`src/rtl/mult_div_unit.sv`:
```
// Iterative signed 32x32 multiply / divide unit producing HI/LO (34-edge latency).
// Optional macro DIVZERO_EXC_EN: divide-by-zero short-circuits with a DivZero pulse.
module mult_div_unit (
    input  logic        clk,
    input  logic        reset,
    input  logic        Start,
    input  logic        Op,
    input  logic [31:0] A,
    input  logic [31:0] B,
    output logic        Busy,
    output logic        Done,
    output logic        DivZero,
    output logic [31:0] HI,
    output logic [31:0] LO
);

    typedef enum logic [1:0] {IDLE, MULT, DIV, FIX} state_t;

    state_t      state, state_next;
    logic        op_q;
    logic        neg_a, neg_b;
    logic [31:0] opnd;
    logic [63:0] prod;
    logic [31:0] rem, quo;
    logic [4:0]  count;
    logic        done_q;
    logic [31:0] hi_q, lo_q;

    logic [31:0] mag_a, mag_b;
    logic [32:0] mult_sum;
    logic [32:0] div_shift;
    logic [31:0] div_diff;
    logic        div_ge;
    logic [63:0] prod_signed;

    assign mag_a = A[31] ? (32'd0 - A) : A;
    assign mag_b = B[31] ? (32'd0 - B) : B;

    // One shift-add step: the multiplier occupies prod's low half and drains out as the product grows in.
    assign mult_sum    = {1'b0, prod[63:32]} + (prod[0] ? {1'b0, opnd} : 33'd0);
    assign div_shift   = {rem, quo[31]};
    assign div_ge      = (div_shift >= {1'b0, opnd});
    assign div_diff    = div_shift[31:0] - opnd;
    assign prod_signed = (neg_a ^ neg_b) ? (64'd0 - prod) : prod;

    always_comb begin
        state_next = state;
        case (state)
            IDLE: begin
                if (Start) begin
                    state_next = Op ? DIV : MULT;
`ifdef DIVZERO_EXC_EN
                    if (Op && (B == 32'd0))
                        state_next = FIX;
`endif
                end
            end
            MULT, DIV: begin
                if (count == 5'd31)
                    state_next = FIX;
            end
            FIX:     state_next = IDLE;
            default: state_next = IDLE;
        endcase
    end

    always_ff @(posedge clk or negedge reset) begin
        if (!reset)
            state <= IDLE;
        else
            state <= state_next;
    end

`ifdef DIVZERO_EXC_EN
    logic dz_q;
    logic div_zero_q;

    always_ff @(posedge clk or negedge reset) begin
        if (!reset) begin
            dz_q       <= 1'b0;
            div_zero_q <= 1'b0;
        end else begin
            div_zero_q <= (state == FIX) && dz_q;
            if (state == IDLE && Start)
                dz_q <= Op && (B == 32'd0);
        end
    end

    assign DivZero = div_zero_q;
`else
    logic dz_q;
    assign dz_q    = 1'b0;
    assign DivZero = 1'b0;
`endif

    always_ff @(posedge clk or negedge reset) begin
        if (!reset) begin
            op_q   <= 1'b0;
            neg_a  <= 1'b0;
            neg_b  <= 1'b0;
            opnd   <= 32'd0;
            prod   <= 64'd0;
            rem    <= 32'd0;
            quo    <= 32'd0;
            count  <= 5'd0;
            done_q <= 1'b0;
            hi_q   <= 32'd0;
            lo_q   <= 32'd0;
        end else begin
            done_q <= 1'b0;
            case (state)
                IDLE: begin
                    if (Start) begin
                        op_q  <= Op;
                        neg_a <= A[31];
                        neg_b <= B[31];
                        opnd  <= Op ? mag_b : mag_a;
                        prod  <= {32'd0, mag_b};
                        rem   <= 32'd0;
                        quo   <= mag_a;
                        count <= 5'd0;
                    end
                end
                MULT: begin
                    prod  <= {mult_sum, prod[31:1]};
                    count <= count + 5'd1;
                end
                DIV: begin
                    rem   <= div_ge ? div_diff : div_shift[31:0];
                    quo   <= {quo[30:0], div_ge};
                    count <= count + 5'd1;
                end
                FIX: begin
                    done_q <= 1'b1;
                    // Remainder follows the dividend's sign; quotient sign is the XOR of operand signs.
                    if (!dz_q) begin
                        if (op_q) begin
                            lo_q <= (neg_a ^ neg_b) ? (32'd0 - quo) : quo;
                            hi_q <= neg_a ? (32'd0 - rem) : rem;
                        end else begin
                            {hi_q, lo_q} <= prod_signed;
                        end
                    end
                end
                default: ;
            endcase
        end
    end

    assign Busy = (state != IDLE);
    assign Done = done_q;
    assign HI   = hi_q;
    assign LO   = lo_q;

endmodule

```
`config.mk`:
```
export PLATFORM = sky130hd
export DESIGN_NAME = mult_div_unit
export DESIGN_NICKNAME = d
export VERILOG_FILES = /design/src/rtl/mult_div_unit.sv
export SDC_FILE = /design/constraint.sdc
export NUM_CORES = 1
export LEC_CHECK = 0
export ABC_AREA = 1
export CAP_MARGIN = 5
export CELL_PAD_IN_SITES_DETAIL_PLACEMENT = 1
export CELL_PAD_IN_SITES_GLOBAL_PLACEMENT = 1
export CORE_MARGIN = 2
export CORE_UTILIZATION = 39
export DETAILED_ROUTE_END_ITERATION = 8
export PLACE_DENSITY = 0.81
export SLEW_MARGIN = 20
export SYNTH_ARGS = -nofsm -noshare
export SYNTH_HDL_FRONTEND = slang
export SYNTH_SLANG_ARGS = --single-unit
```
`constraint.sdc`:
```
create_clock -name clk -period 2.42 [get_ports clk]
set_input_delay 0.726 -clock clk [delete_from_list [all_inputs] [get_ports clk]]
set_output_delay 0.726 -clock clk [all_outputs]
set_load 0.03 [all_outputs]
```
==> key figures <==
Timing
  • Clock skew: 0.03853 ns
  • Final period util: 106.2%
  • Slew margin rel.: 51.38%
  • Max-slew violations: 0
  • Worst-Margin Slew: 0.7232 ns
  • Crit path time final: 2.571 ns
  • Unrepaired setup endpoints after global routing: true
  • FMAX: 0.3890 GHz
  • Worst Slack Setup Final: -0.1507 ns
  • Final setup vio count: 43
  • Fin. Hold Viols: 0

Power
  • Overall Power: 45.98 mW
  • Maximum VDD drop: 0.6450 mV
  • Power Dens Cells: 1565 nW/um2
  • Lkg Pwr: 14.44 nW

Detailed routing
  • Initial DRC Count: 2524
  • DRT Pass-1 Iters: 6
  • Vias per std cell: 5.759
  • Per-cell routed wire length: 23.58 um
  • # DRC: 0
  • Final wirelength: 112900 um
  • Antenna Violating Nets Remaining: 0
  • Total number of vias: 27580

GRT
  • Grt met2 use: 60.98%
  • GR Util met3: 4.732%
  • GR Overflow Total: 0
  • Vias in the first global route: 27140
  • Initial antenna violation count: 5
  • Overall routing resource usage: 37.02%
  • First-pass GRT wire length: 160200 um
  • Busiest grt layer: met2
  • Largest net degree at the start of global routing: 71
  • Met1 usage: 48.12%

Yosys
  • FF+latch count, synth: 235
  • Area leader, netlist: dfrtp_1
  • Synth area leaders: dfrtp_1, nand2_1, nor2_1
  • Synthesized area: 21320 um2
  • Net Count, Synth: 3696
  • Ys flop type: dfrtp_1
  • Most common cell in the netlist: nand2_1
  • Post-synth top area share: 27.58%
  • Post-synth EDFFs: 0
  • Avg Cell Area, Syn: 6.005 um2
  • Synth Instances: 3551
  • Distinct cells, synth: 51
  • Asr flop ratio synth: 100.0%
  • Seq/Total Area, Yosys: 27.58%
  • Yosys warns: 0
  • Most frequent cells after synthesis: nand2_1, nor2_1, inv_1

Worst setup path
  • Arr. time, crit path: 3.09 ns
  • Crit path kind: flip-flop to flip-flop
  • Crit path launch type: flip-flop
  • Worst Path Max Fanout: 8
  • CP Capture Type: flip-flop
  • Critical Path RT: 2.94 ns

Clock network
  • H-tree Lvls: 1
  • CTS root buf: clkbuf_16
  • Max Buffers Root-to-Sink: 3
  • Number of CTS-inserted buffers: 30
  • Clk_lat worst skew: 0.62 ns
  • Post-CTS Hold Fix Bufs: 0
  • TritonCTS clock tree: built
  • Reg clk slew, reported paths: 0.07 ns
  • Clock Sinks: 235

Place
  • Post-DP HPWL: 85880 um
  • Placement Setup Slack: -0.6394 ns
  • Dpl cells: 4700
  • Routability cong.: 1.007
  • # port buffers: 133

Die
  • Core box area: 53920 um2
  • Die Span Y: 237.8 um
  • FP Rows: 85
  • Total die area: 56560 um2
  • IO Count: 135
  • Die X: 237.8 um
  • Initial Util: 39.55%

Layout
  • Post-route insts no fill: 4789
  • Fin nets: 4214
  • Fraction of layout cells with a size suffix above 1: 21.46%
  • Layout area overhead: 37.83%
  • Final core occ: 54.51%

Outcome
  • Failing checks: negative setup slack
  • Status: finished with violations

Min path
  • HP Class: input port to asynchronous set/reset pin

Flow run
  • Max Cap Viol: 0
## flip-flops by register name, summed over array words and instances, names as in the netlist
| signal | count |
|---|---|
| prod | 64 |
| LO | 32 |
| state | 2 |
| quo | 32 |
| neg_b | 1 |
| count | 5 |
| HI | 32 |
| op_q | 1 |
| neg_a | 1 |
| rem | 32 |
| opnd | 32 |
| Done | 1 |
## layout by cell type (no fill, tap or decap), drive strengths merged
master         count
nand2           1100
nor2             499
buf              468
inv              426
nand3            329
o21ai            284
dfrtp            235
a21oi            218
clkdlybuf4s50    104
ha                75
clkbuf            43
nand4             41
xor2              36
a31oi             28
o211ai            27
nor3              26
o22ai             23
xnor2             23
dlygate4sd2       21
clkinv            13
o21bai             9
nand3b             8
a21o               8
or2                7
o31ai              6
dlymetal6s2s       6
and2               5
o21a               4
a22oi              4
nor4               3
nand2b             3
o221ai             3
fa                 2
clkinvlp           2
and3               2
diode              1
conb               1
## power by group
| part | switching, mW | internal, mW |
|---|---|---|
| registers | 2.18 | 5.72 |
| clock network | 1.98 | 2.44 |
| logic | 21.6 | 12.1 |
## path summary, 6_finish.rpt
check | slack [ns] | from | endpoint | depth (start not counted)
setup / recovery | -0.15 | opnd[24] | rem[14] | 15
hold / removal | 0.02 | reset | HI[26] | 1
setup reg to reg | -0.15 | opnd[24] | rem[14] | 15
hold reg to reg | 0.49 | HI[26] | HI[26] | 2
max in group asynchronous | 1.69 | reset | prod[13] | 2
min in group clk | 0.49 | HI[26] | HI[26] | 2
## what timing repair did
item | CTS | global route
gates cloned | 0 | 2
endpoints found under the setup margin | 83 | 98
pin swaps | 11 | 50
setup buffers | 7 | 24
resized for setup | 120 | 292
## metrics by stage
stage               cell area (um2)  hold slack [ns]  setup TNS (ns)
global placement              26590           0.4627          -20.97
floorplan                     21320           0.4304               0
detailed placement            26590           0.4726          -28.60
global route                  29390          0.02206          -5.103
CTS                           27980          0.01252       -0.005673
finish                        29390          0.01719          -2.224
## cell type report
cell class,instances,area [um2]
inverters,427,1607
clock buffers,41,842.1
diodes,1,2.502
fillers,7288,24530
well taps,696,870.8
flip-flops and latches,235,5893
repair buffers,601,5235
clock inverters,14,101.3
multi-input cells,2774,14840
## critical path: stages (launching register included)
cell	delay, ns
dfrtp_1	0.42
inv_2	0.16
ha_4	0.25
nand2_1	0.09
nand2_1	0.11
a31oi_2	0.23
nand2_1	0.12
nand2_1	0.07
nand2_1	0.08
nor2_4	0.18
nand2_4	0.10
buf_12	0.15
buf_4	0.14
nand2_1	0.10
nand3_1	0.13
nand2_1	0.13
## routing by layer
layer	part of all wire [%]	routed length [um]	vias up
li1	-	-	12500
met1	40	44970	13470
met2	46	52010	1272
met3	7.7	8693	328
met4	6.4	7235	2
met5	0.012	13	-
## kinds of logic after synthesis
group / count (synthesis) / synth area share (%)
AOI/OAI and AO/OA: 614 / 15.62
adders and majority gates: 77 / 4.589
other: 1 / 0.01759
and+or+nand+nor: 2023 / 39.60
buffers and inverters: 542 / 10.17
DFF: 235 / 27.58
xor gates and xnor gates: 59 / 2.423
Power figures use the tool's default switching activity.
